File: src/rtl/pwm_capture_if.sv
`default_nettype none
// ============================================================================
//  Module   : pwm_capture_if
//  Brief    : PWM pin input and measurement result bundle for pwm_capture.
//  Revision : 1.0 - initial release
// ============================================================================
interface pwm_capture_if #(
    parameter int WIDTH = 8
);
    logic             pwm_in;
    logic [WIDTH-1:0] high_time;
    logic [WIDTH-1:0] period;
    logic             meas_valid;
    logic             stuck;
    logic             level;

    // master = the capture block, slave = pin driver / result consumer
    modport master (
        input  pwm_in,
        output high_time,
        output period,
        output meas_valid,
        output stuck,
        output level
    );

    modport slave (
        output pwm_in,
        input  high_time,
        input  period,
        input  meas_valid,
        input  stuck,
        input  level
    );
endinterface
`default_nettype wire

File: src/rtl/pwm_capture.sv
`default_nettype none
// ============================================================================
//  Module   : pwm_capture
//  Brief    : Measures high time and period of an asynchronous PWM input,
//             flags a stuck line when no rising edge arrives in time.
//  Revision : 1.0 - initial release
// ============================================================================
module pwm_capture #(
    parameter int WIDTH       = 8,
    parameter int SYNC_STAGES = 2
) (
    input  logic          clk,
    input  logic          rst_n,
    pwm_capture_if.master bus
);

    localparam logic [WIDTH-1:0] c_cnt_max = '1;

    typedef enum logic [0:0] {
        ST_IDLE = 1'b0,
        ST_MEAS = 1'b1
    } state_t;

    state_t                 r_state;
    logic [SYNC_STAGES-1:0] r_sync;
    logic                   r_s_d;
    logic [WIDTH-1:0]       r_per_cnt;
    logic [WIDTH-1:0]       r_hi_cnt;
    logic [WIDTH-1:0]       r_high_time;
    logic [WIDTH-1:0]       r_period;
    logic                   r_meas_valid;
    logic                   r_stuck;

    logic                   w_s;
    logic                   w_rise;

    assign w_s    = r_sync[SYNC_STAGES-1];
    assign w_rise = w_s & ~r_s_d;

    // A pin already high at reset release shows up as a rise and arms the FSM.
    always_ff @(posedge clk or negedge rst_n) begin
        if (!rst_n) begin
            r_sync <= '0;
            r_s_d  <= 1'b0;
        end else begin
            r_sync <= {r_sync[SYNC_STAGES-2:0], bus.pwm_in};
            r_s_d  <= w_s;
        end
    end

    always_ff @(posedge clk or negedge rst_n) begin
        if (!rst_n) begin
            r_state      <= ST_IDLE;
            r_per_cnt    <= '0;
            r_hi_cnt     <= '0;
            r_high_time  <= '0;
            r_period     <= '0;
            r_meas_valid <= 1'b0;
            r_stuck      <= 1'b0;
        end else begin
            r_meas_valid <= 1'b0;
            case (r_state)
                ST_IDLE: begin
                    if (w_rise) begin
                        r_per_cnt <= WIDTH'(1);
                        r_hi_cnt  <= WIDTH'(1);
                        r_state   <= ST_MEAS;
                    end
                end
                ST_MEAS: begin
                    // A rise coinciding with the terminal count is still a valid period.
                    if (w_rise) begin
                        r_period     <= r_per_cnt;
                        r_high_time  <= r_hi_cnt;
                        r_stuck      <= 1'b0;
                        r_meas_valid <= 1'b1;
                        r_per_cnt    <= WIDTH'(1);
                        r_hi_cnt     <= WIDTH'(1);
                    end else if (r_per_cnt == c_cnt_max) begin
                        r_period     <= '0;
                        r_high_time  <= '0;
                        r_stuck      <= 1'b1;
                        r_meas_valid <= 1'b1;
                        r_state      <= ST_IDLE;
                    end else begin
                        r_per_cnt <= r_per_cnt + WIDTH'(1);
                        r_hi_cnt  <= r_hi_cnt + WIDTH'(w_s);
                    end
                end
                default: r_state <= ST_IDLE;
            endcase
        end
    end

    assign bus.high_time  = r_high_time;
    assign bus.period     = r_period;
    assign bus.meas_valid = r_meas_valid;
    assign bus.stuck      = r_stuck;
    assign bus.level      = w_s;

endmodule
`default_nettype wire

File: src/flat_wrapper.sv
// flat-port wrapper written by rule: the top's interface ports become plain ports
module pwm_capture_flat 
#(
    parameter int WIDTH       = 8,
    parameter int SYNC_STAGES = 2
)
  (clk, rst_n, bus_pwm_in, bus_high_time, bus_period, bus_meas_valid, bus_stuck, bus_level);
  pwm_capture_if #(.WIDTH(WIDTH)) bus_i ();
  input  logic clk;
  input  logic rst_n;
  input wire logic [$bits(bus_i.pwm_in)-1:0] bus_pwm_in;
  output wire logic [$bits(bus_i.high_time)-1:0] bus_high_time;
  output wire logic [$bits(bus_i.period)-1:0] bus_period;
  output wire logic [$bits(bus_i.meas_valid)-1:0] bus_meas_valid;
  output wire logic [$bits(bus_i.stuck)-1:0] bus_stuck;
  output wire logic [$bits(bus_i.level)-1:0] bus_level;
  assign bus_i.pwm_in = bus_pwm_in;
  assign bus_high_time = bus_i.high_time;
  assign bus_period = bus_i.period;
  assign bus_meas_valid = bus_i.meas_valid;
  assign bus_stuck = bus_i.stuck;
  assign bus_level = bus_i.level;
  pwm_capture #(.WIDTH(WIDTH), .SYNC_STAGES(SYNC_STAGES)) u_core (.clk(clk), .rst_n(rst_n), .bus(bus_i));
endmodule
File: config.mk
export PLATFORM = sky130hd
export DESIGN_NAME = pwm_capture_flat
export DESIGN_NICKNAME = d
export VERILOG_FILES = /design/src/rtl/pwm_capture_if.sv /design/src/rtl/pwm_capture.sv /design/src/flat_wrapper.sv
export SDC_FILE = /design/constraint.sdc
export NUM_CORES = 1
export LEC_CHECK = 0
export ABC_AREA = 0
export CORE_UTILIZATION = 58
export CTS_BUF_LIST = sky130_fd_sc_hd__clkbuf_2
export CTS_CLUSTER_SIZE = 40
export DETAILED_ROUTE_END_ITERATION = 12
export PLACE_DENSITY = 0.92
export SYNTH_ARGS = -nofsm -noshare
export SYNTH_HDL_FRONTEND = slang
export SYNTH_SLANG_ARGS = --single-unit
File: constraint.sdc
create_clock -name clk -period 3.3 [get_ports clk]
set_input_delay 0.66 -clock clk [delete_from_list [all_inputs] [get_ports clk]]
set_output_delay 0.66 -clock clk [all_outputs]
set_load 0.01 [all_outputs]
# Word level (Yosys, flattened, before mapping)
# Cells that the tools add are included.
# totals
register_bits	38
latch_bits	0
ramBits	0
rom_bits	0
input_bits	3
out_inout_bits	19
elab_cells	39
mem_count	0
# classes
n_addsub	2
n_mul	0
n_div	0
magnitude_cmp	0
eq_ne	3
n_shift	0
mux	19
bitwise_logic	3
n_reduce_logical	3
# op_table
cell	n
8-bit two-way mux	8
8-bit case mux with 2 select lines	2
8-bit by 1-bit adder with 8-bit output	1
8-bit by 1-bit adder with 8-bit output, second input constant	1
8-bit equality test, second input constant	1
1-bit two-way mux	8
2-bit AND reduction	2
3-bit != test, second input constant	1
2-bit by 1-bit != test with 1-bit output, second input constant	1
1-bit NOT	2
1-bit case mux with 2 select lines	1
2-bit nonzero test	1
1-bit bitwise AND	1

# Depth between registers and ports, before layout
# logic_depth
word_depth	4
mapped_depth	6
depth_no_buf	5

# Worst setup path after synthesis
# No wires, ideal clock.
# synth_path
path_type	register to register
startpoint	register u_core.r_per_cnt[0]
endpoint	register u_core.r_hi_cnt[6]
setup_time_ns	0.079
arrival_time_ns	1.458
t_required_ns	3.221
path_slack_ns	1.762
path_stages_with_launch	7
n_path_buf	2
period_less_slack_ns	1.538
cell_sequence	dfrtp_1 ha_1 and3_1 buf_6 buf_6 a211oi_2 mux2i_1
# synth_between
elab_chain_cells	3
# synth_rtl
element	line	text
start: declaration	pwm_capture.sv:27	logic [WIDTH-1:0] r_per_cnt;
start signal: assignment	pwm_capture.sv:86	r_per_cnt <= r_per_cnt + WIDTH'(1);
8-bit equality test	pwm_capture.sv:79	end else if (r_per_cnt == c_cnt_max) begin
3-bit != test (no source line)	--	
2-bit AND reduction (no source line)	--	
end signal: assignment	pwm_capture.sv:87	r_hi_cnt <= r_hi_cnt + WIDTH'(w_s);
end: declaration	pwm_capture.sv:28	logic [WIDTH-1:0] r_hi_cnt;
# No other way between the ends.
# A chain may end at the register's enable or synchronous reset.

# Worst setup path after layout
# layout_path
startpoint	register u_core.r_sync[1]
endpoint	output port bus_level
# layout_lines
element	line	text
start: declaration	pwm_capture.sv:25	logic [SYNC_STAGES-1:0] r_sync;
start signal: assignment	pwm_capture.sv:46	r_sync <= {r_sync[SYNC_STAGES-2:0], bus.pwm_in};
end: declaration	flat_wrapper.sv:16	output wire logic [$bits(bus_i.level)-1:0] bus_level;
# No word-level cell between the ends.

==> results.toml <==
[layout]
nets = 205
area_delta_synth_final_pct = 11.6
final_cell_mix = "dfrtp_1, o21ai_0, clkdlybuf4s50_1"
multi_input_area_sq_um = 787
antenna_cells = 0
fillCellCount = 226
regArea_sq_um = 951
drive_gt1_share_pct = 8.50
final_common_cell = "dfrtp_1"

[sta]
finalMaxSlewViolations = 0
hold_viol_final = 0
fin_skew_ns = 0.0189
relSlewSlack_pct = 41.6
final.setup.tns_ns = 0
tightest_slew_ns = 0.875
rsz0062_at_grt = "no"
fin_crit_sh_pct = 62.8
setup_viol = 0
fmax_ghz = 0.482
layout_min_cycle_time_ns = 2.07

[routing]
drt_wl_total_mm = 3.84
first_iter_violations = 87
vias_per_cell = 6.06
firstDrtPassIters = 5
vias = 1479
antenna_left = 0
drc = 0
wire_per_inst_um = 15.7

[clock_tree]
cts_tree = "yes"
cts_made_buffers = 5
clock_latency_ns = 0.42
root_buffer = "clkbuf_2"
cts_sinks = 38
post_cts_buffers = 0
cts-resized-gates = 0
cts_hold_buf = 0
clk_path_buf_depth = 2
htreeDepth = 2
clkTransAtPathRegs_ns = 0.17

[global_routing]
grt_pass1_wl_mm = 6.37
overflow = 0
grt_pass1_vias = 1409
grt_max_degree = 39
grt.total_usage_pct = 25.4
antenna_found_initial = 0

[setup_path]
r2r_start = "u_core.r_per_cnt[0]"
ff2ff_setup_slack_ns = 1.45
critPathLaunchType = "register"
path_depth = 1
critical-path-max-stage-delay_ns = 0.56
critPathTopFamily = "buffers and inverters"
rr_worst_depth = 4
cp_slowest_cell = "clkdlybuf4s50_1"
crit_path_start = "u_core.r_sync[1]"
arrival_ns = 1.41
endpoint = "bus_level"
timing.rr.end = "u_core.r_state"
crit_path_end_kind = "primary output"
critPathMaxFanout = 6
path_buf_inv = 1
crit_required_ns = 2.64
crit_chain = "clkdlybuf4s50_1"
path_class = "register to primary output"

[pwr]
cellPowerDensity_nw_per_um2 = 524
vdd_drop_max_v = 0.000348
p_total_mw = 1.11
leakagePower_nw = 0.899

[floorplan]
die_w_um = 59.2
die_y_um = 59.2
ios = 22
coreArea_sq_um = 3080
die_area_sq_um = 3500
fp-row-count = 20
initial_core_util_pct = 61.6

[synthesis]
synth_nets = 189
synth_area_sq_um = 1900
synth-edff-count = 0
synth_async_sr_flop_share_pct = 100
syn_area_per_cell_sq_um = 10.4
synth_ff_type = "dfrtp_1"
ys_ff_latch = 38
synth_seq_area_share_pct = 50.1
syn-instance-count = 183
yosys_warnings = 0
synth.distinct_cells = 37

[placement]
hpwl_mm = 2.63
portBuffers = 21
place.gp.congestion = 0.875

[job]
cap_violations = 0

[min_path]
hp-class = "register to register"

[status]
status = "completed"
[metrics by stage]
stage                     std cells  hold slack, ns  utilization, %  area (sq um)  setup slack, ns
after CTS                       244           0.386            68.8          2120             1.21
after floorplan                 183           0.331               -          1900             1.76
after global routing            244           0.388            68.8          2120             1.15
after detailed placement        236           0.338            67.5          2080             1.50
after global placement          236           0.344            67.5          2080             1.58
final                           244           0.382            68.8          2120             1.23
[kinds of logic after synthesis]
kind of cell / Yosys count / synth area share (%)
buffers and inverters: 30 / 8.38
AND/OR/NAND/NOR: 48 / 13.5
adder cells (fa/ha/maj): 3 / 1.98
multiplexers: 8 / 4.22
AO/OA/AOI/OAI: 56 / 21.8
flip-flops: 38 / 50.1
[how the worst min path moves through the flow]
stage / startpoint / to / slack [ns] / cells past startpoint
after CTS: u_core.r_sync[0] / u_core.r_sync[1] / 0.39 / 0
after global routing: u_core.r_sync[0] / u_core.r_sync[1] / 0.39 / 0
after floorplan: u_core.r_sync[0] / u_core.r_sync[1] / 0.33 / 0
final: u_core.r_sync[0] / u_core.r_sync[1] / 0.38 / 0
after detailed placement: u_core.r_sync[0] / u_core.r_sync[1] / 0.34 / 0
after global placement: u_core.r_sync[0] / u_core.r_sync[1] / 0.34 / 0
[routing by layer]
| metal | global-route usage, % | vias up | wire, um |
|---|---|---|---|
| li1 | - | 686 | - |
| met1 | 34.6 | 722 | 1610 |
| met2 | 37.9 | 58 | 1900 |
| met3 | 5.46 | 13 | 217 |
| met4 | 14.3 | 0 | 104 |
| met5 | 0 | - | 0 |
[area by class of cell]
class / instances / share of cell area [%]
flip-flops and latches: 38 / 44.9
multi-input cells: 115 / 37.2
repair buffers: 23 / 10.6
inverters: 16 / 2.84
well taps: 44 / 2.60
clock buffers: 6 / 1.42
clock inverters: 2 / 0.414
[synthesized netlist by cell type (2+ instances only)]
library cell,count,share of area [%]
and3_1,2,0.66
a21oi_1,5,1.3
nand2b_1,5,1.6
clkbuf_1,2,0.40
dfrtp_1,38,50
buf_2,7,1.8
nor3_1,2,0.53
buf_6,5,3.0
nand4_1,6,2.0
nor2_1,4,0.79
o21ai_0,21,5.5
nand2_1,16,3.2
a2bb2oi_1,16,7.4
nand3_1,3,0.79
a211oi_2,4,2.6
ha_1,3,2.0
mux2i_1,8,4.2
inv_1,16,3.2
a2111o_1,2,1.2
[sequential cells by signal, summed over array words and instances, names as in the netlist]
signal,flops
u_core.bus.high_time,8
u_core.r_s_d,1
u_core.r_state,1
u_core.bus.period,8
u_core.r_hi_cnt,8
u_core.r_sync,2
u_core.r_per_cnt,8
u_core.bus.stuck,1
u_core.bus.meas_valid,1
[where the power goes]
group / total, mW / switching, mW / internal (mW) / leakage [nW]
sequential: 0.628 / 0.0871 / 0.541 / 0.497
clock: 0.209 / 0.157 / 0.0520 / 0.0304
combinational: 0.273 / 0.136 / 0.136 / 0.371
total: 1.11 / 0.380 / 0.729 / 0.899
(Power assumes the default switching activity.)
